**src/rtl/fetch_pkg.sv**
```systemverilog
// Shared constants and state encoding for the instruction-fetch stage.
package fetch_pkg;

    localparam int DEF_ADDR_W = 16;
    localparam int DEF_INSTR_W = 16;
    localparam logic [DEF_INSTR_W-1:0] DEF_NOP_INSTR = 16'b0000000000000011;
    localparam logic [DEF_ADDR_W-1:0] DEF_RESET_PC = 16'h0000;

    typedef enum logic [1:0] {
        RUN    = 2'd0,
        HOLD   = 2'd1,
        BUBBLE = 2'd2
    } fetch_state_t;

endpackage

```
**src/rtl/fetch_unit_if.sv**
```systemverilog
// Fetch-stage bus: hazard/branch controls in, IF/ID payload and imem port out.
interface fetch_unit_if #(
    parameter int ADDR_W  = fetch_pkg::DEF_ADDR_W,
    parameter int INSTR_W = fetch_pkg::DEF_INSTR_W
);
    logic               pc_write_i;
    logic               redirect_i;
    logic [ADDR_W-1:0]  redirect_pc_i;
    logic [ADDR_W-1:0]  imem_addr_o;
    logic [INSTR_W-1:0] imem_rdata_i;
    logic [ADDR_W-1:0]  pc_plus1_o;
    logic [INSTR_W-1:0] instr_o;
    logic               instr_valid_o;
    logic               flush_n_o;

    modport master (
        input  pc_write_i, redirect_i, redirect_pc_i, imem_rdata_i,
        output imem_addr_o, pc_plus1_o, instr_o, instr_valid_o, flush_n_o
    );

    modport slave (
        output pc_write_i, redirect_i, redirect_pc_i, imem_rdata_i,
        input  imem_addr_o, pc_plus1_o, instr_o, instr_valid_o, flush_n_o
    );
endinterface

```
**src/rtl/fetch_skid_buf.sv**
```systemverilog
// One-entry holding register for the instruction presented when a stall begins.
module fetch_skid_buf #(
    parameter int ADDR_W  = 16,
    parameter int INSTR_W = 16
) (
    input  logic               clk_i,
    input  logic               rst_i,
    input  logic               load,
    input  logic               clear,
    input  logic [ADDR_W-1:0]  load_pc,
    input  logic [INSTR_W-1:0] load_instr,
    output logic [ADDR_W-1:0]  pc,
    output logic [INSTR_W-1:0] instr,
    output logic               valid
);
    // Only the valid flag needs a reset; the payload is ignored while invalid.
    always_ff @(posedge clk_i) begin
        if (rst_i || clear) begin
            valid <= 1'b0;
        end else if (load) begin
            valid <= 1'b1;
            pc    <= load_pc;
            instr <= load_instr;
        end
    end
endmodule

```
**src/rtl/fetch_unit.sv**
```systemverilog
// Instruction fetch: PC register, sync-memory response tracking, stall skid and redirect bubble.
module fetch_unit
    import fetch_pkg::*;
#(
    parameter int                 ADDR_W    = DEF_ADDR_W,
    parameter int                 INSTR_W   = DEF_INSTR_W,
    parameter logic [ADDR_W-1:0]  RESET_PC  = DEF_RESET_PC,
    parameter logic [INSTR_W-1:0] NOP_INSTR = DEF_NOP_INSTR
) (
    input  logic         clk_i,
    input  logic         rst_i,
    fetch_unit_if.master bus
);
    fetch_state_t       state_q, state_next;
    logic [ADDR_W-1:0]  pc_q, pc_next;
    logic [ADDR_W-1:0]  resp_pc_q, resp_pc_next;
    logic               resp_valid_q, resp_valid_next;
    logic               skid_load, skid_clear;
    logic [ADDR_W-1:0]  skid_pc_q;
    logic [INSTR_W-1:0] skid_instr_q;
    logic               skid_valid_q;

    fetch_skid_buf #(.ADDR_W(ADDR_W), .INSTR_W(INSTR_W)) u_skid (
        .clk_i      (clk_i),
        .rst_i      (rst_i),
        .load       (skid_load),
        .clear      (skid_clear),
        .load_pc    (resp_pc_q),
        .load_instr (bus.imem_rdata_i),
        .pc         (skid_pc_q),
        .instr      (skid_instr_q),
        .valid      (skid_valid_q)
    );

    always_ff @(posedge clk_i) begin
        if (rst_i) begin
            state_q      <= BUBBLE;
            pc_q         <= RESET_PC;
            resp_pc_q    <= RESET_PC;
            resp_valid_q <= 1'b0;
        end else begin
            state_q      <= state_next;
            pc_q         <= pc_next;
            resp_pc_q    <= resp_pc_next;
            resp_valid_q <= resp_valid_next;
        end
    end

    // Redirect beats stall; a stall out of RUN parks the live memory word in the skid.
    always_comb begin
        state_next      = state_q;
        pc_next         = pc_q;
        resp_pc_next    = resp_pc_q;
        resp_valid_next = resp_valid_q;
        skid_load       = 1'b0;
        skid_clear      = 1'b0;
        if (bus.redirect_i) begin
            pc_next         = bus.redirect_pc_i;
            resp_valid_next = 1'b0;
            skid_clear      = 1'b1;
            state_next      = BUBBLE;
        end else if (bus.pc_write_i) begin
            pc_next         = pc_q + ADDR_W'(1);
            resp_pc_next    = pc_q;
            resp_valid_next = 1'b1;
            skid_clear      = 1'b1;
            state_next      = RUN;
        end else begin
            resp_valid_next = 1'b0;
            if (state_q == RUN) begin
                skid_load  = resp_valid_q;
                state_next = HOLD;
            end
        end
    end

    always_comb begin
        bus.instr_o       = NOP_INSTR;
        bus.pc_plus1_o    = pc_q;
        bus.instr_valid_o = 1'b0;
        case (state_q)
            RUN: begin
                bus.instr_o       = bus.imem_rdata_i;
                bus.pc_plus1_o    = resp_pc_q + ADDR_W'(1);
                bus.instr_valid_o = resp_valid_q;
            end
            HOLD: begin
                bus.instr_o       = skid_instr_q;
                bus.pc_plus1_o    = skid_pc_q + ADDR_W'(1);
                bus.instr_valid_o = skid_valid_q;
            end
            default: ;
        endcase
    end

    assign bus.imem_addr_o = pc_q;
    assign bus.flush_n_o   = ~bus.redirect_i;
endmodule

```
**src/flat_wrapper.sv**
```systemverilog
// flat-port wrapper written by rule: the top's interface ports become plain ports
module fetch_unit_flat import fetch_pkg::*;
#(
    parameter int                 ADDR_W    = DEF_ADDR_W,
    parameter int                 INSTR_W   = DEF_INSTR_W,
    parameter logic [ADDR_W-1:0]  RESET_PC  = DEF_RESET_PC,
    parameter logic [INSTR_W-1:0] NOP_INSTR = DEF_NOP_INSTR
)
  (clk_i, rst_i, bus_pc_write_i, bus_redirect_i, bus_redirect_pc_i, bus_imem_rdata_i, bus_imem_addr_o, bus_pc_plus1_o, bus_instr_o, bus_instr_valid_o, bus_flush_n_o);
  fetch_unit_if #(.ADDR_W(ADDR_W), .INSTR_W(INSTR_W)) bus_i ();
  input  logic clk_i;
  input  logic rst_i;
  input wire logic [$bits(bus_i.pc_write_i)-1:0] bus_pc_write_i;
  input wire logic [$bits(bus_i.redirect_i)-1:0] bus_redirect_i;
  input wire logic [$bits(bus_i.redirect_pc_i)-1:0] bus_redirect_pc_i;
  input wire logic [$bits(bus_i.imem_rdata_i)-1:0] bus_imem_rdata_i;
  output wire logic [$bits(bus_i.imem_addr_o)-1:0] bus_imem_addr_o;
  output wire logic [$bits(bus_i.pc_plus1_o)-1:0] bus_pc_plus1_o;
  output wire logic [$bits(bus_i.instr_o)-1:0] bus_instr_o;
  output wire logic [$bits(bus_i.instr_valid_o)-1:0] bus_instr_valid_o;
  output wire logic [$bits(bus_i.flush_n_o)-1:0] bus_flush_n_o;
  assign bus_i.pc_write_i = bus_pc_write_i;
  assign bus_i.redirect_i = bus_redirect_i;
  assign bus_i.redirect_pc_i = bus_redirect_pc_i;
  assign bus_i.imem_rdata_i = bus_imem_rdata_i;
  assign bus_imem_addr_o = bus_i.imem_addr_o;
  assign bus_pc_plus1_o = bus_i.pc_plus1_o;
  assign bus_instr_o = bus_i.instr_o;
  assign bus_instr_valid_o = bus_i.instr_valid_o;
  assign bus_flush_n_o = bus_i.flush_n_o;
  fetch_unit #(.ADDR_W(ADDR_W), .INSTR_W(INSTR_W), .RESET_PC(RESET_PC), .NOP_INSTR(NOP_INSTR)) u_core (.clk_i(clk_i), .rst_i(rst_i), .bus(bus_i));
endmodule
```
**config.mk**
```make
export PLATFORM = sky130hd
export DESIGN_NAME = fetch_unit_flat
export DESIGN_NICKNAME = d
export VERILOG_FILES = /design/src/rtl/fetch_pkg.sv /design/src/rtl/fetch_unit_if.sv /design/src/rtl/fetch_skid_buf.sv /design/src/rtl/fetch_unit.sv /design/src/flat_wrapper.sv
export SDC_FILE = /design/constraint.sdc
export NUM_CORES = 1
export LEC_CHECK = 0
export BUFFER_PORTS_ARGS = -buffer_cell sky130_fd_sc_hd__clkbuf_2
export CORE_ASPECT_RATIO = 1.25
export CORE_MARGIN = 2
export CORE_UTILIZATION = 48
export DETAILED_ROUTE_END_ITERATION = 12
export GPL_TIMING_DRIVEN = 1
export PLACE_DENSITY = 0.87
export SLEW_MARGIN = 20
export SYNTH_ARGS = -nofsm -noshare
export SYNTH_HDL_FRONTEND = slang
export SYNTH_SLANG_ARGS = --single-unit
```
**constraint.sdc**
```tcl
create_clock -name clk_i -period 4.9 [get_ports clk_i]
set_input_delay 0.98 -clock clk_i [delete_from_list [all_inputs] [get_ports clk_i]]
set_output_delay 0.98 -clock clk_i [all_outputs]
set_load 0.01 [all_outputs]
```
==> flow_summary.toml <==
[outcome]
outcome = "complete, no violations"

[critical_path]
critPathKind = "reg2out"
reg2regPathDepth = 4
cp.arrival_ns = 3.04
cp.required_ns = 3.92
worst_setup_path_end_kind = "output pin"
crit_path_max_incr_delay_ns = 0.44
crit_fanout = 50
critical_path.slowest_cell = "or3_4"
path_delay_family = "simple AND/OR/NAND/NOR gates"
worstSetupStartpointType = "flip-flop"
cp_common_cell = "nand2_1"
cp.depth = 10
crit_path_cell_trace = "buf_4 -> nand2b_2 -> nand2_1 -> nand2_1 -> ha_1 -> inv_1 -> or3_4 -> o31a_1 -> o31ai_1 -> clkbuf_2"
worstPathBufferInverterCount = 3

[logic_synthesis]
yosys-top-cells-area = "edfxtp_1 27%, dfxtp_1 20%, mux2i_1 11%, nand2_1 7.4%, a21oi_1 3.8%"
ys_seq_area_share_pct = 47.4
synth_most_common_cell = "nand2_1"
synth_edf_count = 32
yosys-top-cells-count = "70 x nand2_1, 38 x mux2i_1, 36 x dfxtp_1, 35 x nor2_1, 32 x edfxtp_1"
synthXorXnorAreaFrac_pct = 4.20
synthAdderAreaFrac_pct = 0.706
synth_top_area_share_pct = 27.1
syn-cell-area_sq_mm = 0.00355
syn-num-nets = 417
synthArstFlopShare_pct = 0
synth_top_family_by_area = "simple AND/OR/NAND/NOR gates"
synth-simple-area-share_pct = 20.0
yosys_warnings = 0
synth.distinct_cells = 44
ys.flop_type = "dfxtp_1"
syn_avg_cell_area_sq_um = 9.36
ys_ff_latch = 68
postSynthCellCount = 379
synth_mux_area_share_pct = 12.0
yosys.area.top_type = "edfxtp_1"
synth_compound_area_share_pct = 11.9

[sta]
drv_slew = 0
worst_pin_slew_ns = 0.977
report.final.hold_viol_count = 0
slew_headroom_pct = 34.7
timing.final.crit_share_pct = 82.0
rsz0062_at_grt = "no"
fmax_ghz = 0.249
setup_slack_ns = 0.881
setup_violations = 0
fin_skew_ns = 0.00891
min_period_ns = 4.02
fin_tns_setup_ns = 0

[floorplan]
die_h_um = 100
die_x_um = 80.9
die_area_sq_mm = 0.00810
ios = 86
coreArea_sq_mm = 0.00727
fp-row-count = 35
start_util_pct = 48.8

[pwr]
power_mw = 1.18
power_density_mw_per_mm2 = 281
p_leak_nw = 1.58
ir_drop_mv = 0.180

[clocking]
htree_num_levels = 3
cts.sinks = 68
clock_latency_ns = 0.34
root_buffer = "clkbuf_8"
numCtsBuffers = 9
post_cts_resized = 0
cts.path.max_buffers = 2
hold_buffers = 0
postCtsSetupBuffers = 0
clk_pin_slew_worst_paths_ns = 0.07
cts_tree = "yes"

[placement]
io_buffers = 85
gp_congestion = 0.867
dpl.hpwl_um = 6220
pre_cts_ws_ns = 1.27

[global_route]
grt_pass1_wl_um = 13300
antenna_found_initial = 0
grt_start_max_net_pins = 51
grt_pass1_vias = 2890
grt.total_usage_pct = 21.1
gr-total-overflow = 0

[final_layout]
final_core_utilization_pct = 58.0
diodes = 0
area_growth_pct = 18.9
layout.nets = 495
drive_gt1_share_pct = 24.5

[route]
wl_met3_um = 525
highest_layer = "met4"
wl_per_cell_um = 15.3
via_per_inst = 5.68
via_count = 3147
drt-met1-wl_um = 3570
drtIter0Drc = 254
drtAntennaViolNets = 0
met2_length_um = 4190
drc_errors = 0
drt_pass1_iterations = 7
drt-total-wl_um = 8470

[hold_path]
hold_class = "reg2reg"
min_delay_path_depth = 0

[run]
max-cap-violations = 0
-- final timing paths --
check	start	end	slack (ns)
worst max-delay path	u_core.state_q[1]$_SDFFE_PP1P_	bus_pc_plus1_o[8]	0.88
worst min-delay path	u_core.resp_pc_q[15]$_SDFFE_PP0P_	u_core.u_skid.pc[15]$_DFFE_PP_	0.47
worst max register to register	u_core.bus.imem_addr_o[5]$_SDFFE_PP0P_	u_core.bus.imem_addr_o[13]$_SDFFE_PP0P_	2.94
worst min register to register	u_core.resp_pc_q[15]$_SDFFE_PP0P_	u_core.u_skid.pc[15]$_DFFE_PP_	0.47
-- per-layer routing --
| layer | GRT usage (%) | up-vias |
|---|---|---|
| li1 | - | 1522 |
| met1 | 27.9 | 1483 |
| met2 | 33.2 | 122 |
| met3 | 3.78 | 20 |
| met4 | 10.4 | 0 |
| met5 | 0 | - |
-- flip-flops by register name, summed over array words and instances, names as in the netlist --
name and cells:
u_core.resp_valid_q 1, u_core.resp_pc_q 16, u_core.u_skid.valid 1, u_core.bus.imem_addr_o 16
u_core.state_q 2, u_core.u_skid.pc 16, u_core.u_skid.instr 16
-- power by group --
group,switching [mW],leakage [nW],internal (mW),total [mW]
clock,0.205,0.0911,0.230,0.435
sequential,0.0213,0.594,0.605,0.627
combinational,0.0705,0.891,0.0520,0.123
-- stage by stage --
stage / hold slack [ns] / instance area [sq um] / std cells
5_1_grt: 0.479 / 4220 / 554
3_3_place_gp: 0.449 / 4030 / 538
6_report: 0.472 / 4220 / 554
2_1_floorplan: 0.426 / 3550 / 379
3_5_place_dp: 0.449 / 4030 / 538
4_1_cts: 0.465 / 4220 / 554
-- logic make-up after synthesis --
family / Yosys count
multiplexers: 42
AND/OR/NAND/NOR: 153
flip-flops: 68
buffers and inverters: 30
adder cells (fa/ha/maj): 2
XOR/XNOR: 17
AO/OA/AOI/OAI: 67
-- final cells by class --
class | count | area [sq um]
Clock buffer | 10 | 128
Inverter | 7 | 26.3
Tap cell | 92 | 115
Clock inverter | 6 | 55.1
Fill cell | 647 | 3050
Multi-Input combinational cell | 281 | 1750
Timing Repair Buffer | 90 | 463
Sequential cell | 68 | 1680
-- worst reg2reg max path, cell delays in order, from the launching register on --
cell,delay [ns]
dfxtp_1,0.51
and4_1,0.37
nand4_1,0.27
or3_1,0.43
a311oi_1,0.27
-- cell usage in the layout (no fill, tap or decap), drive strengths merged, types with 8 or more instances in the layout --
master / synthesis / layout
mux2i: 38 / 38
nand4: 8 / 8
a21oi: 27 / 27
nand2: 70 / 70
o21ai: 10 / 10
dfxtp: 36 / 36
nand3: 8 / 8
xnor2: 12 / 12
clkbuf: 15 / 95
edfxtp: 32 / 32
nor2: 35 / 35
Note: power is estimated with default switching activity, not from simulation.
